===== config.mk =====
export PLATFORM = sky130hd
export DESIGN_NAME = csr_access_arbiter
export DESIGN_NICKNAME = d
export VERILOG_FILES = /design/src/rtl/csr_access_arbiter.sv
export SDC_FILE = /design/constraint.sdc
export NUM_CORES = 1
export LEC_CHECK = 0
export CAP_MARGIN = 20
export CORE_ASPECT_RATIO = 0.8
export CORE_MARGIN = 4
export CORE_UTILIZATION = 42
export CTS_CLUSTER_DIAMETER = 120
export DETAILED_ROUTE_END_ITERATION = 7
export GPL_ROUTABILITY_DRIVEN = 0
export PLACE_DENSITY_LB_ADDON = 0.3
export REMOVE_ABC_BUFFERS = 1
export SLEW_MARGIN = 20
export SYNTH_ARGS = -nofsm -noshare
export SYNTH_HDL_FRONTEND = slang
export SYNTH_SLANG_ARGS = --single-unit

===== constraint.sdc =====
create_clock -name clk -period 2.05 [get_ports clk]
set_input_delay 0.205 -clock clk [delete_from_list [all_inputs] [get_ports clk]]
set_output_delay 0.205 -clock clk [all_outputs]
set_load 0.05 [all_outputs]

===== src/rtl/csr_access_arbiter.sv =====
// Shares the single CSR file port between the core pipeline and the debug interface.
// Each grant runs an atomic read-then-optional-write (CSRRW/CSRRS/CSRRC semantics).
module csr_access_arbiter #(
  parameter int unsigned STARVE_LIMIT = 4
) (
  input  logic        clk,
  input  logic        rst,
  input  logic        coreValid,
  input  logic [1:0]  coreOp,
  input  logic [11:0] coreAddress,
  input  logic [31:0] coreWriteData,
  output logic        coreDone,
  output logic        coreError,
  output logic [31:0] coreReadData,
  input  logic        debugValid,
  input  logic [1:0]  debugOp,
  input  logic [11:0] debugAddress,
  input  logic [31:0] debugWriteData,
  output logic        debugDone,
  output logic        debugError,
  output logic [31:0] debugReadData,
  output logic        csrReadEnable,
  output logic [11:0] csrReadAddress,
  input  logic [31:0] csrReadData,
  output logic        csrWriteEnable,
  output logic [11:0] csrWriteAddress,
  output logic [31:0] csrWriteData,
  output logic        busy
);

  typedef enum logic [1:0] {
    S_IDLE  = 2'd0,
    S_READ  = 2'd1,
    S_WRITE = 2'd2,
    S_DONE  = 2'd3
  } state_e;

  localparam logic [3:0] LIMIT = 4'(STARVE_LIMIT);

  state_e      state_q, state_d;
  logic        owner_q;
  logic [1:0]  op_q;
  logic [11:0] addr_q;
  logic [31:0] data_q;
  logic [31:0] old_q;
  logic        err_q;
  logic [3:0]  starve_q;
  logic [31:0] core_rd_q;
  logic [31:0] debug_rd_q;

  logic        req_any_s;
  logic        debug_win_s;
  logic        write_need_s;
  logic        read_only_s;
  logic [31:0] write_value_s;

  assign req_any_s    = coreValid | debugValid;
  assign debug_win_s  = debugValid & (~coreValid | (starve_q == LIMIT));
  assign write_need_s = (op_q == 2'b01) | (op_q[1] & (data_q != 32'h0000_0000));
  assign read_only_s  = (addr_q[11:10] == 2'b11);

  // State register
  always_ff @(posedge clk or negedge rst) begin
    if (!rst) begin
      state_q <= S_IDLE;
    end else begin
      state_q <= state_d;
    end
  end

  // Next-state logic
  always_comb begin
    state_d = state_q;
    case (state_q)
      S_IDLE:  state_d = req_any_s ? S_READ : S_IDLE;
      S_READ:  state_d = (write_need_s && !read_only_s) ? S_WRITE : S_DONE;
      S_WRITE: state_d = S_DONE;
      S_DONE:  state_d = S_IDLE;
      default: state_d = S_IDLE;
    endcase
  end

  // Grant latching, starvation counter, read capture and per-port result registers
  always_ff @(posedge clk or negedge rst) begin
    if (!rst) begin
      owner_q    <= 1'b0;
      op_q       <= 2'b00;
      addr_q     <= 12'h000;
      data_q     <= 32'h0000_0000;
      old_q      <= 32'h0000_0000;
      err_q      <= 1'b0;
      starve_q   <= 4'd0;
      core_rd_q  <= 32'h0000_0000;
      debug_rd_q <= 32'h0000_0000;
    end else begin
      case (state_q)
        S_IDLE: begin
          if (req_any_s) begin
            owner_q <= debug_win_s;
            op_q    <= debug_win_s ? debugOp        : coreOp;
            addr_q  <= debug_win_s ? debugAddress   : coreAddress;
            data_q  <= debug_win_s ? debugWriteData : coreWriteData;
          end
          // The counter only grows while debug is actually waiting; it saturates at the limit.
          if (!debugValid || (req_any_s && debug_win_s)) begin
            starve_q <= 4'd0;
          end else if (req_any_s && (starve_q != LIMIT)) begin
            starve_q <= starve_q + 4'd1;
          end
        end
        S_READ: begin
          old_q <= csrReadData;
          err_q <= write_need_s & read_only_s;
          if (!(write_need_s && !read_only_s)) begin
            if (owner_q) debug_rd_q <= csrReadData;
            else         core_rd_q  <= csrReadData;
          end
        end
        S_WRITE: begin
          if (owner_q) debug_rd_q <= old_q;
          else         core_rd_q  <= old_q;
        end
        default: begin
        end
      endcase
    end
  end

  // Read-modify-write value for the CSR write port
  always_comb begin
    write_value_s = 32'h0000_0000;
    case (op_q)
      2'b01:   write_value_s = data_q;
      2'b10:   write_value_s = old_q | data_q;
      2'b11:   write_value_s = old_q & ~data_q;
      default: write_value_s = 32'h0000_0000;
    endcase
  end

  // Output decode from the current state
  always_comb begin
    csrReadEnable   = 1'b0;
    csrReadAddress  = 12'h000;
    csrWriteEnable  = 1'b0;
    csrWriteAddress = 12'h000;
    csrWriteData    = 32'h0000_0000;
    coreDone        = 1'b0;
    debugDone       = 1'b0;
    coreError       = 1'b0;
    debugError      = 1'b0;
    busy            = (state_q != S_IDLE);
    case (state_q)
      S_READ: begin
        csrReadEnable  = 1'b1;
        csrReadAddress = addr_q;
      end
      S_WRITE: begin
        csrWriteEnable  = 1'b1;
        csrWriteAddress = addr_q;
        csrWriteData    = write_value_s;
      end
      S_DONE: begin
        coreDone   = ~owner_q;
        debugDone  = owner_q;
        coreError  = ~owner_q & err_q;
        debugError = owner_q & err_q;
      end
      default: begin
      end
    endcase
  end

  assign coreReadData  = core_rd_q;
  assign debugReadData = debug_rd_q;

endmodule


* After elaboration in Yosys (flattened, before gate mapping)
Index checks and enable logic that the tools add are counted.
Cells by class: add/subtract/negate cells 1, bitwise gates (word level) 13, eq/ne operators 14, mux-type cells 26, reduce and logical (&&, ||, !) cells 15
Operators by type and width (count):
- 32-bit two-way mux | 8
- 32-bit case mux with 2 select lines | 2
- 32-bit case mux with 3 select lines | 1
- 12-bit two-way mux | 3
- 32-bit AND | 1
- 32-bit inverter | 1
- 32-bit OR | 1
- 32-bit nonzero test | 1
- 2-bit equality test, second input constant | 5
- 2-bit inequality test, second input constant | 5
- 1-bit two-way mux | 8
- 4-bit two-way mux | 2
- 2-bit case mux with 4 select lines | 1
- 4-bit AND reduction | 2
- 2-bit nonzero test | 3
- 1-bit AND | 5
- 4-bit by 1-bit adder with 4-bit output, second input constant | 1
- 2-bit by 1-bit equality test with 1-bit output, second input constant | 2
- 4-bit by 3-bit equality test with 1-bit output, second input constant | 1
- 4-bit by 3-bit inequality test with 1-bit output, second input constant | 1
- 2-bit AND reduction | 2
- 1-bit logical AND | 3
- 1-bit OR | 3
- 1-bit logical NOT | 2
- other kinds (4) | 5
Word-level totals: bits of input ports 128, flip-flop bits (word level) 150, output and inout port bits 127

* Depth between registers and ports, before layout
word-level depth 7, depth in mapped cells 8, depth with buffers taken out 7

* Worst setup path after synthesis
OpenSTA, ideal clock, no wires.
path kind flip-flop to output port, start register state_q[1], end output port csrReadAddress[11], required time 1845 ps, slack -273 ps, arrival 2118 ps, cell stages (with the launch flop) 6, cells stage by stage dfrtp_1 > inv_1 > ha_1 > clkbuf_1 > buf_1 > and2_1
On the way: word-level cells in the longest chain between the ends 2
RTL lines:
- start: declaration | RTL line 40 | state_e state_q, state_d;
- start signal: assignment | RTL line 67 | state_q <= state_d;
- 2-bit by 1-bit equality test with 1-bit output | RTL line 152 | case (state_q)
- 12-bit two-way mux | RTL line 152
- end: declaration | RTL line 23 | output logic [11:0] csrReadAddress,
No other way between the ends.

* Worst setup path in the final report
start register op_q[1], end output port csrWriteData[2]
On the way: word-level cells in the longest chain between the ends 3, elaborated cells on any way between the ends 5, classes of those cells 3 x eq/ne; 2 x mux
RTL lines:
- start: declaration | RTL line 42 | logic [1:0] op_q;
- start signal: assignment | RTL line 100 | op_q <= debug_win_s ? debugOp : coreOp;
- 2-bit equality test or 2-bit by 1-bit equality test with 1-bit output (tied branches) | RTL line 132 | case (op_q)
- 32-bit case mux with 3 select lines * | RTL line 132
- 32-bit two-way mux * | RTL line 152
- end: declaration | RTL line 27 | output logic [31:0] csrWriteData,
Every way passes the cells marked *; elsewhere a longest branch is shown, timed or not.

==> metrics <==
worst reg2reg path startpoint=data_q[4]$_DFFE_PN0P_; cell count after synthesis=between 600 and 700; vias in the first global route=6128; antenna violations before repair=0; combinational share of power=62.2%; Final WS setup=-0.02846 ns; worst min-delay path class=primary input to asynchronous set/reset pin; H-tree depth=4; reg2reg end=coreReadData[5]$_DFFE_PN0P_; mean post-synth cell area=about 11 um^2; Critical Path Fanout Max=8; CTS tree=done; Hold Vio Cnt, Final=0; Worst slew margin=64.12%; Fmax=481.1 MHz; die span in y=129.1 um; cell with the most instances after synthesis=dfrtp_1; Req. time, crit path=1.85 ns; Routed WL=22.78 mm; failing checks=negative setup slack; CTS clk-pin slew, worst paths=0.06 ns; #FFs+latches synth=150; Hold Slack=between 0.15 and 0.2 ns; Syn. warnings=0; CTS sink cnt=150; Setup crit end kind=output port; max-slew violation count=0; ratio of cells with drive above 1 in the final layout=approximately a third; Nets=1074; P_sw=10.61 mW; first-pass GRT wire length=34.59 mm; Ports=255; Worst-Skew Late Latency=0.43 ns; drt drc=0; clock buffer depth=2; largest net degree at the start of global routing=80; final-report setup violation count=28; Sw Ratio=44.11%; Placeable Area=about 18000 um^2; number of enable flip-flop cells after synthesis=0; filler cell count=1298; Initial Util=~44%; status=complete, but fails checks; Final min period=2.078 ns; Setup crit start kind=flip-flop; period utilisation layout=101.4%; worst reg2reg path depth=7; Die ar.=20560 um^2; average wire per standard cell=19.35 um; root buf cell=clkbuf_16; Seq/Total Area, Yosys=48.78%; WP data arrival=1.87 ns; Commonest cells post-synth=dfrtp_1, nand2_1, o21ai_0, mux2_2, mux2_4; Inserted Clock Buffers=17; Pwr Density=1957 nW/um^2; vias=about 6000; power share of the sequential group=24.2%; die width=159.3 um; Final HPWL DP=16.16 mm; R2R Setup Slk=-0.03 ns; Iter 0 DRT Violations=about 280; number of port buffers=254; grt ovf=0; Max-cap violations=0; Pleak=roughly 5.4 nW; Post-Syn Area=7695 um^2; Area growth, synth to finish=59.66%; Yosys top cell area share=48.78%; RSZ-0062 raised after global routing=yes; Total GRT Usage=a little over a fifth; Post-Place Setup Slack=-0.03448 ns; Antenna Diode Count=0; DR vias/cell=5.068; ys async rst share=100.0%; worst slew pin tran=~0.54 ns; # rows=43; 1st-pass router iterations=5; primary flip-flop cell chosen by synthesis mapping=dfrtp_1; Setup Crit Path Kind=flip-flop to output port; Final ANT Viol Nets=0; Clock Skew=0.01131 ns; Int Pwr=roughly 13 mW; synth unique cells=33; area leader, netlist=dfrtp_1; Peak supply drop=1.043 mV; Worst Setup SP=op_q[1]$_DFFE_PN0P_; most area-consuming cells after synthesis=dfrtp_1, mux2_4, mux2_2; clock power share=13.7%
==> through the flow <==
step / instance area, um^2 / util [%] / setup TNS, ns / power, mW / std cells
2_1_floorplan: 7471 / - / -362.74 / 14.07 / 631
4_1_cts: 12190 / 69.07 / -2.572 / 24.04 / 1176
5_1_grt: 12290 / 69.62 / -7.200 / 25.20 / 1177
3_3_place_gp: 11230 / 63.63 / 0 / 19.26 / 1134
6_report: 12290 / 69.62 / -0.3305 / 24.04 / 1177
3_5_place_dp: 11230 / 63.63 / -0.9618 / 19.51 / 1134
==> logic make-up (layout without fill, tap and decap cells) <==
family | count (synthesis) | in the layout | share of synthesized area, %
AO/OA/AOI/OAI | 93 | 93 | 6.569
XOR/XNOR | 1 | 1 | 0.1138
adder cells (fa/ha/maj) | 7 | 7 | 1.138
buffers and inverters | 49 | 327 | 3.203
flip-flops | 150 | 150 | 48.78
multiplexers | 174 | 174 | 27.64
AND/OR/NAND/NOR | 200 | 200 | 12.55
==> state kept, by name (all words and copies together), names as in the netlist <==
| register | flops |
|---|---|
| state_q | 2 |
| addr_q | 12 |
| op_q | 2 |
| debugReadData | 32 |
| err_q | 1 |
| coreReadData | 32 |
| old_q | 32 |
| data_q | 32 |
| starve_q | 4 |
| owner_q | 1 |
==> worst max-delay path by stage <==
stage / to / cells after the start
finish: csrWriteData[2] / 7
global route: coreReadData[5]$_DFFE_PN0P_ / 6
global placement: coreReadData[6]$_DFFE_PN0P_ / 7
CTS: csrWriteData[4] / 8
detailed placement: debugReadData[30]$_DFFE_PN0P_ / 6
floorplan: addr_q[0]$_DFFE_PN0P_ / 6
==> critical path, stage by stage (launching register included) <==
cell and delay [ns]:
dfrtp_2 0.43, buf_12 0.14, xor2_4 0.22, buf_8 0.20, nand2_1 0.06, o21ai_1 0.10, and2_4 0.17, buf_12 0.13
==> cells in the final DEF, fill, tap and decap left out, types with 4 or more instances in the layout <==
cell / instances
buf_6: 5
mux2i_1: 46
ha_1: 5
inv_1: 5
clkinvlp_4: 4
nand2_1: 95
mux2_4: 60
buf_4: 18
nand2_2: 15
o21ai_0: 52
buf_12: 70
clkbuf_16: 20
o21ai_1: 23
mux2_2: 68
and2_1: 25
clkdlybuf4s50_1: 190
o21ai_2: 9
nand3_1: 6
nor4_1: 4
and2_4: 33
dfrtp_1: 147
nand2_4: 4
nor2_1: 4
==> layer usage <==
metal | up-vias | wire length, um | GRT usage (%) | part of all wire (%)
met1 | 2889 | 10190 | 29.27 | 45
met4 | 0 | 340 | 6.735 | 1.5
met3 | 25 | 1640 | 6.486 | 7.2
li1 | 2849 | - | - | -
met2 | 202 | 10600 | 34.19 | 47
met5 | - | 0 | 0 | 0
==> layout make-up <==
cell class / count / area [um^2] / share of cell area (%)
clock buffer: 19 / 452.9 / 3.687
clock inverter: 13 / 171.4 / 1.395
inverter: 6 / 22.52 / 0.1833
multi-input combinational: 475 / 3978 / 32.38
sequential: 150 / 3757 / 30.58
tap: 225 / 281.5 / 2.291
timing repair buffer: 289 / 3622 / 29.48
==> what timing repair did <==
action | 4_1_cts | 5_1_grt
pin swaps | 14 | 10
gates resized for setup | 104 | 23
hold buffers | 1 | 0
gates cloned | 2 | 3
endpoints found under the hold margin | 150 | 0
buffers inserted | 8 | 3
endpoints found under the setup margin | 104 | 121
==> power by group through the flow <==
stage / Clock [mW] / Combinational [mW] / Sequential, mW
2_1_floorplan: 0 / 6.37 / 7.71
5_1_grt: 3.47 / 15.7 / 6.00
3_5_place_dp: 0 / 13.8 / 5.67
3_3_place_gp: 0 / 13.6 / 5.63
6_report: 3.28 / 14.9 / 5.82
4_1_cts: 3.34 / 15.0 / 5.73
Note: power is estimated with default switching activity, not from simulation.
